--- src/rtl/pifo_stfq_rank_calc.sv ---
// Start-time fair queueing rank calculator for a PIFO scheduler.
// A two-stage pipeline turns (flow, length, weight) into a start tag (rank) and finish tag.
module pifo_stfq_rank_calc #(
   parameter int FLOW_ID_W = 4,
   parameter int LEN_W     = 16,
   parameter int RANK_W    = 32,
   parameter int SHIFT_W   = 3
) (
   input  logic                 clk,
   input  logic                 rstn,
   input  logic                 in_valid,
   output logic                 in_ready,
   input  logic [FLOW_ID_W-1:0] in_flow_id,
   input  logic [LEN_W-1:0]     in_pkt_len,
   input  logic [SHIFT_W-1:0]   in_wshift,
   output logic                 out_valid,
   input  logic                 out_ready,
   output logic [RANK_W-1:0]    out_rank,
   output logic [RANK_W-1:0]    out_finish,
   output logic [FLOW_ID_W-1:0] out_flow_id,
   input  logic                 deq_valid,
   input  logic [RANK_W-1:0]    deq_rank,
   output logic [RANK_W-1:0]    vtime,
   output logic                 init_done
);

   localparam int FLOWS = 1 << FLOW_ID_W;

   typedef enum logic {ST_INIT, ST_RUN} state_t;

   function automatic logic [RANK_W-1:0] sat_add(input logic [RANK_W-1:0] a,
                                                 input logic [RANK_W-1:0] b);
      logic [RANK_W:0] sum;
      sum = {1'b0, a} + {1'b0, b};
      return sum[RANK_W] ? {RANK_W{1'b1}} : sum[RANK_W-1:0];
   endfunction

   function automatic logic [RANK_W-1:0] max_rank(input logic [RANK_W-1:0] a,
                                                  input logic [RANK_W-1:0] b);
      return (a > b) ? a : b;
   endfunction

   state_t                state_q, state_d;
   logic [FLOW_ID_W-1:0]  clr_ptr_q, clr_ptr_d;
   logic [RANK_W-1:0]     lf_q [FLOWS];
   logic [RANK_W-1:0]     vtime_q, vtime_d;

   logic                  s1_valid_q;
   logic [FLOW_ID_W-1:0]  s1_flow_q;
   logic [RANK_W-1:0]     s1_cost_q, s1_cost_d;
   logic [RANK_W-1:0]     s1_lf_q, s1_lf_d;
   logic [LEN_W-1:0]      len_shift;

   logic                  out_valid_q;
   logic [RANK_W-1:0]     out_rank_q, out_finish_q;
   logic [FLOW_ID_W-1:0]  out_flow_q;

   logic                  run, advance, accept, s2_load;
   logic [RANK_W-1:0]     start_d, finish_d;

   // FSM: state register
   always_ff @(posedge clk or negedge rstn) begin
      if (!rstn) begin
         state_q   <= ST_INIT;
         clr_ptr_q <= '0;
      end else begin
         state_q   <= state_d;
         clr_ptr_q <= clr_ptr_d;
      end
   end

   // FSM: next state, one table entry cleared per INIT cycle
   always_comb begin
      state_d   = state_q;
      clr_ptr_d = clr_ptr_q;
      if (state_q == ST_INIT) begin
         clr_ptr_d = clr_ptr_q + 1'b1;
         if (clr_ptr_q == {FLOW_ID_W{1'b1}}) state_d = ST_RUN;
      end
   end

   // FSM: outputs
   always_comb begin
      run       = (state_q == ST_RUN);
      init_done = run;
      in_ready  = run && (!s1_valid_q || advance);
   end

   assign advance   = !out_valid_q || out_ready;
   assign accept    = in_valid && in_ready;
   assign s2_load   = s1_valid_q && advance;
   assign start_d   = max_rank(vtime_q, s1_lf_q);
   assign finish_d  = sat_add(start_d, s1_cost_q);
   assign len_shift = in_pkt_len >> in_wshift;
   assign s1_cost_d = RANK_W'(len_shift);
   // Forward the finish tag being written this cycle so back-to-back packets of one flow chain
   assign s1_lf_d   = (s2_load && (s1_flow_q == in_flow_id)) ? finish_d : lf_q[in_flow_id];

   always_comb begin
      vtime_d = vtime_q;
      if (run && deq_valid) vtime_d = max_rank(vtime_q, deq_rank);
   end

   always_ff @(posedge clk or negedge rstn) begin
      if (!rstn) vtime_q <= '0;
      else       vtime_q <= vtime_d;
   end

   always_ff @(posedge clk) begin
      if (!run)         lf_q[clr_ptr_q] <= '0;
      else if (s2_load) lf_q[s1_flow_q] <= finish_d;
   end

   // Stage 1: capture request and the flow's last finish tag
   always_ff @(posedge clk or negedge rstn) begin
      if (!rstn)        s1_valid_q <= 1'b0;
      else if (accept)  s1_valid_q <= 1'b1;
      else if (advance) s1_valid_q <= 1'b0;
   end

   always_ff @(posedge clk) begin
      if (accept) begin
         s1_flow_q <= in_flow_id;
         s1_cost_q <= s1_cost_d;
         s1_lf_q   <= s1_lf_d;
      end
   end

   // Stage 2: output register holding start/finish tags
   always_ff @(posedge clk or negedge rstn) begin
      if (!rstn) begin
         out_valid_q  <= 1'b0;
         out_rank_q   <= '0;
         out_finish_q <= '0;
         out_flow_q   <= '0;
      end else if (advance) begin
         out_valid_q <= s1_valid_q;
         if (s1_valid_q) begin
            out_rank_q   <= start_d;
            out_finish_q <= finish_d;
            out_flow_q   <= s1_flow_q;
         end
      end
   end

   assign out_valid   = out_valid_q;
   assign out_rank    = out_rank_q;
   assign out_finish  = out_finish_q;
   assign out_flow_id = out_flow_q;
   assign vtime       = vtime_q;

endmodule

--- config.mk ---
export PLATFORM = sky130hd
export DESIGN_NAME = pifo_stfq_rank_calc
export DESIGN_NICKNAME = d
export VERILOG_FILES = /design/src/rtl/pifo_stfq_rank_calc.sv
export SDC_FILE = /design/constraint.sdc
export NUM_CORES = 1
export LEC_CHECK = 0
export ABC_AREA = 0
export CORE_ASPECT_RATIO = 1.1
export CORE_MARGIN = 5
export CORE_UTILIZATION = 54
export CTS_CLUSTER_SIZE = 12
export DETAILED_ROUTE_END_ITERATION = 10
export GPL_TIMING_DRIVEN = 0
export PLACE_DENSITY = 0.76
export SYNTH_ARGS = -nofsm -noshare
export SYNTH_HDL_FRONTEND = slang
export SYNTH_SLANG_ARGS = --single-unit
--- constraint.sdc ---
create_clock -name clk -period 5.38 [get_ports clk]
set_input_delay 1.076 -clock clk [delete_from_list [all_inputs] [get_ports clk]]
set_output_delay 1.076 -clock clk [all_outputs]
set_load 0.05 [all_outputs]
# --- Word-level counts from Yosys, hierarchy flattened ---
# Memory sizes are Yosys's and may differ from the RTL's. A register that Yosys moved wholly into a read port is not among the register bits.
# Cells that the tools add are included.
# Widths: inputs -> output; s select.
word_totals:
  regBits: 127
  ramBits: 512
  inputBits: 60
  out_inout_bits: 103
  word_cells: 43
  memories: 1
mem_list:
  columns: ["memory", "words", "word_bits", "read_ports", "rd_clocked_by_memory_dff", "write_ports", "line_no", "source"]
  rows:
  - ["lf_q", 16, 32, 1, 1, 1, "45", "logic [RANK_W-1:0] lf_q [FLOWS];"]
op_classes:
  n_addsub: 2
  magnitude_cmp: 2
  n_eq_ne: 1
  n_shift: 1
  muxes: 13
  bitwise: 1
  n_reduce_logical: 12
ops:
  columns: ["operator", "count"]
  rows:
  - ["$mux 32", 3]
  - ["$gt 32x32->1", 2]
  - ["$add 32x16->33", 1]
  - ["$reduce_or 32->1", 1]
  - ["$shr 16x3->16", 1]
  - ["$mux 1", 9]
  - ["$add 4x1->4 const B", 1]
  - ["$eq 4x4->1 const B", 1]
  - ["$logic_and 1x1->1", 4]
  - ["$mux 4", 1]
  - ["$reduce_and 2->1", 2]
  - ["$logic_not 1->1", 2]
  - ["$logic_or 1x1->1", 2]
  - ["$reduce_bool 2->1", 1]
  - ["$not 1->1", 1]

# --- Longest topological paths before layout ---
depth:
  ltp_word: 8
  mapped_depth: 22
  depth_no_buf: 19

# --- Least setup slack after synthesis ---
# OpenSTA, ideal clock, no wires.
synth_path:
  kind: "register -> register"
  from: "register vtime_q[7] (netlist: vtime[7])"
  to: "memory lf_q[0][27], data pin"
  arrival_time_ps: 5125
  required_ps: 5103
  slack_ps: -21
  path_stages_with_launch: 21
  period_less_slack_ps: 5401
  cell_sequence: "dfrtp_1 ha_1 a21oi_1 o21ai_1 a221o_1 o31a_1 o21ai_2 buf_6 buf_6 buf_4 mux2_2 ha_1 o21a_1 a211oi_2 o311a_1 a21oi_4 buf_2 a21oi_1 a311oi_1 a221oi_2 nor2_1"
synth_between:
  elab_chain_cells: 5
synth_lines:
  columns: ["item", "line_no", "source"]
  rows:
  - ["start: declaration", "46", "logic [RANK_W-1:0] vtime_q, vtime_d;"]
  - ["start signal: assignment", "106", "else vtime_q <= vtime_d;"]
  - ["$gt 32x32->1", "40", "return (a > b) ? a : b;"]
  - ["$mux 32 (*)", "40", null]
  - ["via start_d[7]", "59", "logic [RANK_W-1:0] start_d, finish_d;"]
  - ["$add 32x16->33 (*)", "34", "sum = {1'b0, a} + {1'b0, b};"]
  - ["$mux 32 (*)", "35", "return sum[RANK_W] ? {RANK_W{1'b1}} : sum[RANK_W-1:0];"]
  - ["$mux 32 (no source line) (*)", null, null]
  - ["end: declaration", "45", null]
# Mark *: on every way through the listed nets, which the timed path passes. The rest lies on a longest branch.

# --- Worst setup path in the final report ---
layout_path:
  from: "register vtime_q[6] (netlist: vtime[6])"
  to: "memory lf_q[1][18], data pin"
layout_between:
  elab_chain_cells: 5
layout_lines:
  columns: ["item", "line_no"]
  rows:
  - ["$gt 32x32->1", "40"]
  - ["$mux 32", "40"]
  - ["via start_d[0]", "59"]
  - ["$add 32x16->33", "34"]
  - ["$mux 32", "35"]
  - ["$mux 32 (no source line)", null]
# The timed path passes the listed nets, and every way through them passes these cells.

==> impl_metrics.sql <==
INSERT INTO impl_metrics (metric_group, metric, value, unit) VALUES
('run_status', 'violations_in_the_final_reports', 'setup timing', ''),
('logic_synthesis', 'postSynthRegisterBits', '671', ''),
('sta', 'crit_path_time_final', '5.49', 'ns'),
('routing', 'detail-route-antenna-nets', '0', ''),
('critical_path', 'startpoint', 'vtime[6]', ''),
('critical_path', 'timing.critical_path.arrival', '5.86', 'ns'),
('finish', 'drive_above_1_share', '27.4', '%'),
('power', 'post-layout-total-power', '20.5', 'mW'),
('die', 'die_x', '235', 'um'),
('logic_synthesis', 'ys_async_sr_fraction', '15.9', '%'),
('logic_synthesis', 'syn_area_per_cell', '15.8', 'um^2'),
('clock_tree', 'clock-sinks', '671', ''),
('die', 'fp.dieH', '257', 'um'),
('logic_synthesis', 'post_syn_area', '0.0300', 'mm^2'),
('power', 'power_density', '553', 'mW/mm^2'),
('power', 'max-vdd-ir-drop', '284', 'uV'),
('routing', 'detailedRoute.firstPassIterationCount', '5', ''),
('sta', 'totalNegativeSetupSlack', '-4.93', 'ns'),
('hold_path', 'hold_path_class', 'register to register', ''),
('clock_tree', 'htreeDepth', '3', ''),
('clock_tree', 'cts_root_buffer', 'sky130_fd_sc_hd__clkbuf_16', ''),
('global_routing', 'antenna_found_initial', '1', ''),
('critical_path', 'reg2reg_from', 'vtime[6]', ''),
('global_routing', 'grt_pass1_wl', '129', 'mm'),
('finish', 'postLayoutCoreUtil', '67.6', '%'),
('sta', 'final.period_utilization', '102', '%'),
('logic_synthesis', 'synth-seq-area-share', '65.4', '%'),
('place', 'routabilityCongestion', '0.919', ''),
('routing', 'drt-initial-drc-count', '2341', ''),
('sta', 'hold_viol_final', '0', ''),
('sta', 'grt_setup_unrepaired', 'yes', ''),
('clock_tree', 'worstSkewPairLatency', '0.62', 'ns'),
('die', 'row_count', '90', ''),
('logic_synthesis', 'post_synth_inst_count', '1895', ''),
('clock_tree', 'cts-buffers-inserted', '69', ''),
('global_routing', 'vias_in_the_first_global_route', '19700', ''),
('place', 'place_hpwl', '55.3', 'mm'),
('die', 'start_util', '54.6', '%'),
('sta', 'final_critical_path_setup_slack', '-0.108', 'ns'),
('critical_path', 'path_max_fanout', '8', ''),
('clock_tree', 'tritoncts', 'built', ''),
('routing', 'dr_total_vias', '19500', ''),
('routing', 'postRouteWirelength', '90.5', 'mm'),
('logic_synthesis', 'ys_top_cells_by_count', 'sky130_fd_sc_hd__edfxtp_1 (564), sky130_fd_sc_hd__nand2_1 (202), sky130_fd_sc_hd__mux4_2 (161), sky130_fd_sc_hd__dfrtp_1 (107), sky130_fd_sc_hd__ha_1 (81)', ''),
('finish', 'n_fill_cell', '3548', ''),
('critical_path', 'crit_type', 'register to register', ''),
('logic_synthesis', 'netlist-cell-type-count', '75', ''),
('die', 'num_io_pins', '163', ''),
('run_status', 'status', 'complete, but fails checks', ''),
('logic_synthesis', 'most_common_flop_cell_mapped_by_yosys', 'sky130_fd_sc_hd__edfxtp_1', ''),
('sta', 'finalSetupViolations', '121', ''),
('power', 'static-leakage-power', '13.4', 'nW'),
('sta', 'slew_headroom', '14.9', '%'),
('die', 'dieArea', '0.0604', 'mm^2'),
('sta', 'achievable-frequency', '0.182', 'GHz'),
('routing', 'wl_per_cell', '29.9', 'um'),
('sta', 'fin_skew', '0.0282', 'ns'),
('logic_synthesis', 'count_of_yosys_warnings_during_synthesis', '0', ''),
('finish', 'antenna-diode-count', '0', ''),
('global_routing', 'all_layer_global_routing_usage', '28.5', '%'),
('logic_synthesis', 'synth_edf_count', '564', ''),
('run', 'drv.max_cap_violation_count', '0', ''),
('logic_synthesis', 'synth_area_leader_cell', 'sky130_fd_sc_hd__edfxtp_1', ''),
('critical_path', 'worst_ep_required_time', '5.75', 'ns'),
('logic_synthesis', 'mapped_nets', '2037', ''),
('place', 'port_buffers', '160', ''),
('logic_synthesis', 'synth_largest_type_area_fraction', '56.5', '%'),
('clock_tree', 'clk_transition_reported_paths', '0.06', 'ns'),
('global_routing', 'grt_max_degree', '61', ''),
('sta', 'worst_hold_slack', '0.476', 'ns'),
('clock_tree', 'cts_hold_repair.buffers', '0', '');
routing by layer:
layer,track usage [%],part of all wire (%)
met1,35.9,35
met2,48.7,50
met3,6.20,9.7
met4,11.2,4.8
met5,0,0
cell usage in the layout (no fill, tap or decap), types with 6 or more instances in the layout:
master                            instances
sky130_fd_sc_hd__clkbuf_16               78
sky130_fd_sc_hd__dfrtp_2                 17
sky130_fd_sc_hd__nand4_1                 20
sky130_fd_sc_hd__buf_6                    9
sky130_fd_sc_hd__nand3_1                 25
sky130_fd_sc_hd__buf_4                   75
sky130_fd_sc_hd__nor2_4                  43
sky130_fd_sc_hd__o21a_1                   8
sky130_fd_sc_hd__xnor2_1                 16
sky130_fd_sc_hd__a21oi_2                 10
sky130_fd_sc_hd__buf_12                  44
sky130_fd_sc_hd__clkdlybuf4s50_1        159
sky130_fd_sc_hd__buf_2                   19
sky130_fd_sc_hd__or3_1                    7
sky130_fd_sc_hd__mux4_2                 161
sky130_fd_sc_hd__mux2_2                  23
sky130_fd_sc_hd__a21oi_4                  8
sky130_fd_sc_hd__inv_1                   71
sky130_fd_sc_hd__clkbuf_1                78
sky130_fd_sc_hd__a21o_1                  20
sky130_fd_sc_hd__a22oi_2                  9
sky130_fd_sc_hd__and3_1                   7
sky130_fd_sc_hd__nand2_1                201
sky130_fd_sc_hd__mux2i_1                 36
sky130_fd_sc_hd__o21ai_0                 72
sky130_fd_sc_hd__inv_2                    9
sky130_fd_sc_hd__a31oi_1                  9
sky130_fd_sc_hd__nor2_1                  29
sky130_fd_sc_hd__dfrtp_1                 90
sky130_fd_sc_hd__edfxtp_1               564
sky130_fd_sc_hd__a211oi_1                 7
sky130_fd_sc_hd__a21oi_1                 56
sky130_fd_sc_hd__o211ai_1                 6
sky130_fd_sc_hd__nor3_1                  16
sky130_fd_sc_hd__o21ai_1                 27
sky130_fd_sc_hd__ha_1                    63
sky130_fd_sc_hd__ha_4                    17
sky130_fd_sc_hd__mux2_4                  30
state kept, by name, summed over array words and instances, names as in the netlist:
name / count
out_flow_id: 4
s1_flow_q: 4
clr_ptr_q: 4
s1_lf_q: 32
lf_q: 512
vtime: 32
s1_valid_q: 1
s1_cost_q: 16
init_done: 1
out_rank: 32
out_valid: 1
out_finish: 32
cell type report:
| class | instances | area [um^2] | share of cell area, % |
|---|---|---|---|
| buffer | 96 | 562 | 1.51 |
| timing repair buffer | 285 | 3140 | 8.45 |
| clock buffer | 93 | 1910 | 5.14 |
| multi-input combinational | 1046 | 10600 | 28.4 |
| sequential | 671 | 19600 | 52.8 |
| inverter | 80 | 300 | 0.808 |
| tap | 736 | 921 | 2.48 |
| clock inverter | 14 | 148 | 0.397 |
metrics by stage:
step | worst slack (ns) | std cells | area [um^2]
finish | -0.108 | 3021 | 37200
global route | -0.212 | 3021 | 37200
CTS | 0.00398 | 2961 | 36300
detailed placement | -1.62 | 2809 | 33000
global placement | -1.53 | 2791 | 32500
floorplan | 0.0270 | 1895 | 30000
final timing paths:
| path | slack [ns] | endpoint | depth (start not counted) |
|---|---|---|---|
| setup reg to reg | -0.11 | lf_q[1][18] | 22 |
| setup / recovery | -0.11 | lf_q[1][18] | 22 |
| max in group asynchronous | 4.06 | out_finish[12] | 2 |
| hold reg to reg | 0.48 | out_flow_id[1] | 2 |
| hold / removal | 0.48 | out_flow_id[1] | 2 |
| min in group asynchronous | 0.57 | out_finish[22] | 1 |
cells by family after synthesis:
group	synth area share (%)
mux	15.7
buf+inv	2.63
flops	65.4
compound gates	6.21
fa+ha+maj	3.45
xor+xnor	0.613
simple gates	5.97
worst max-delay path, stage by stage, from the launching register on:
cell                        delay (ns)
sky130_fd_sc_hd__dfrtp_1          0.45
sky130_fd_sc_hd__ha_1             0.37
sky130_fd_sc_hd__nand2_2          0.10
sky130_fd_sc_hd__o21ai_1          0.10
sky130_fd_sc_hd__a221o_1          0.34
sky130_fd_sc_hd__o31a_1           0.32
sky130_fd_sc_hd__o21ai_4          0.26
sky130_fd_sc_hd__buf_12           0.16
sky130_fd_sc_hd__mux2_4           0.33
sky130_fd_sc_hd__ha_4             0.18
sky130_fd_sc_hd__inv_2            0.06
sky130_fd_sc_hd__fa_2             0.21
sky130_fd_sc_hd__nor2b_2          0.05
sky130_fd_sc_hd__o31a_1           0.31
sky130_fd_sc_hd__o311a_4          0.39
sky130_fd_sc_hd__buf_6            0.13
sky130_fd_sc_hd__o31ai_4          0.34
sky130_fd_sc_hd__buf_6            0.18
sky130_fd_sc_hd__nor3_1           0.04
sky130_fd_sc_hd__or3_1            0.33
sky130_fd_sc_hd__a22oi_2          0.31
sky130_fd_sc_hd__nor2_4           0.10
sky130_fd_sc_hd__clkbuf_16        0.19
where the power goes:
group / switching, mW / internal, mW
clock: 1.97 / 2.57
sequential: 0.530 / 6.68
combinational: 5.31 / 3.48
total: 7.81 / 12.7
timing repair:
item / in CTS / in global routing
setup buffers: 45 / 54
hold endpoints to repair: 0 / 0
pin swaps: 33 / 30
resized for setup: 147 / 75
gates cloned: 1 / 5
setup endpoints to repair: 576 / 457
(Power assumes the default switching activity.)
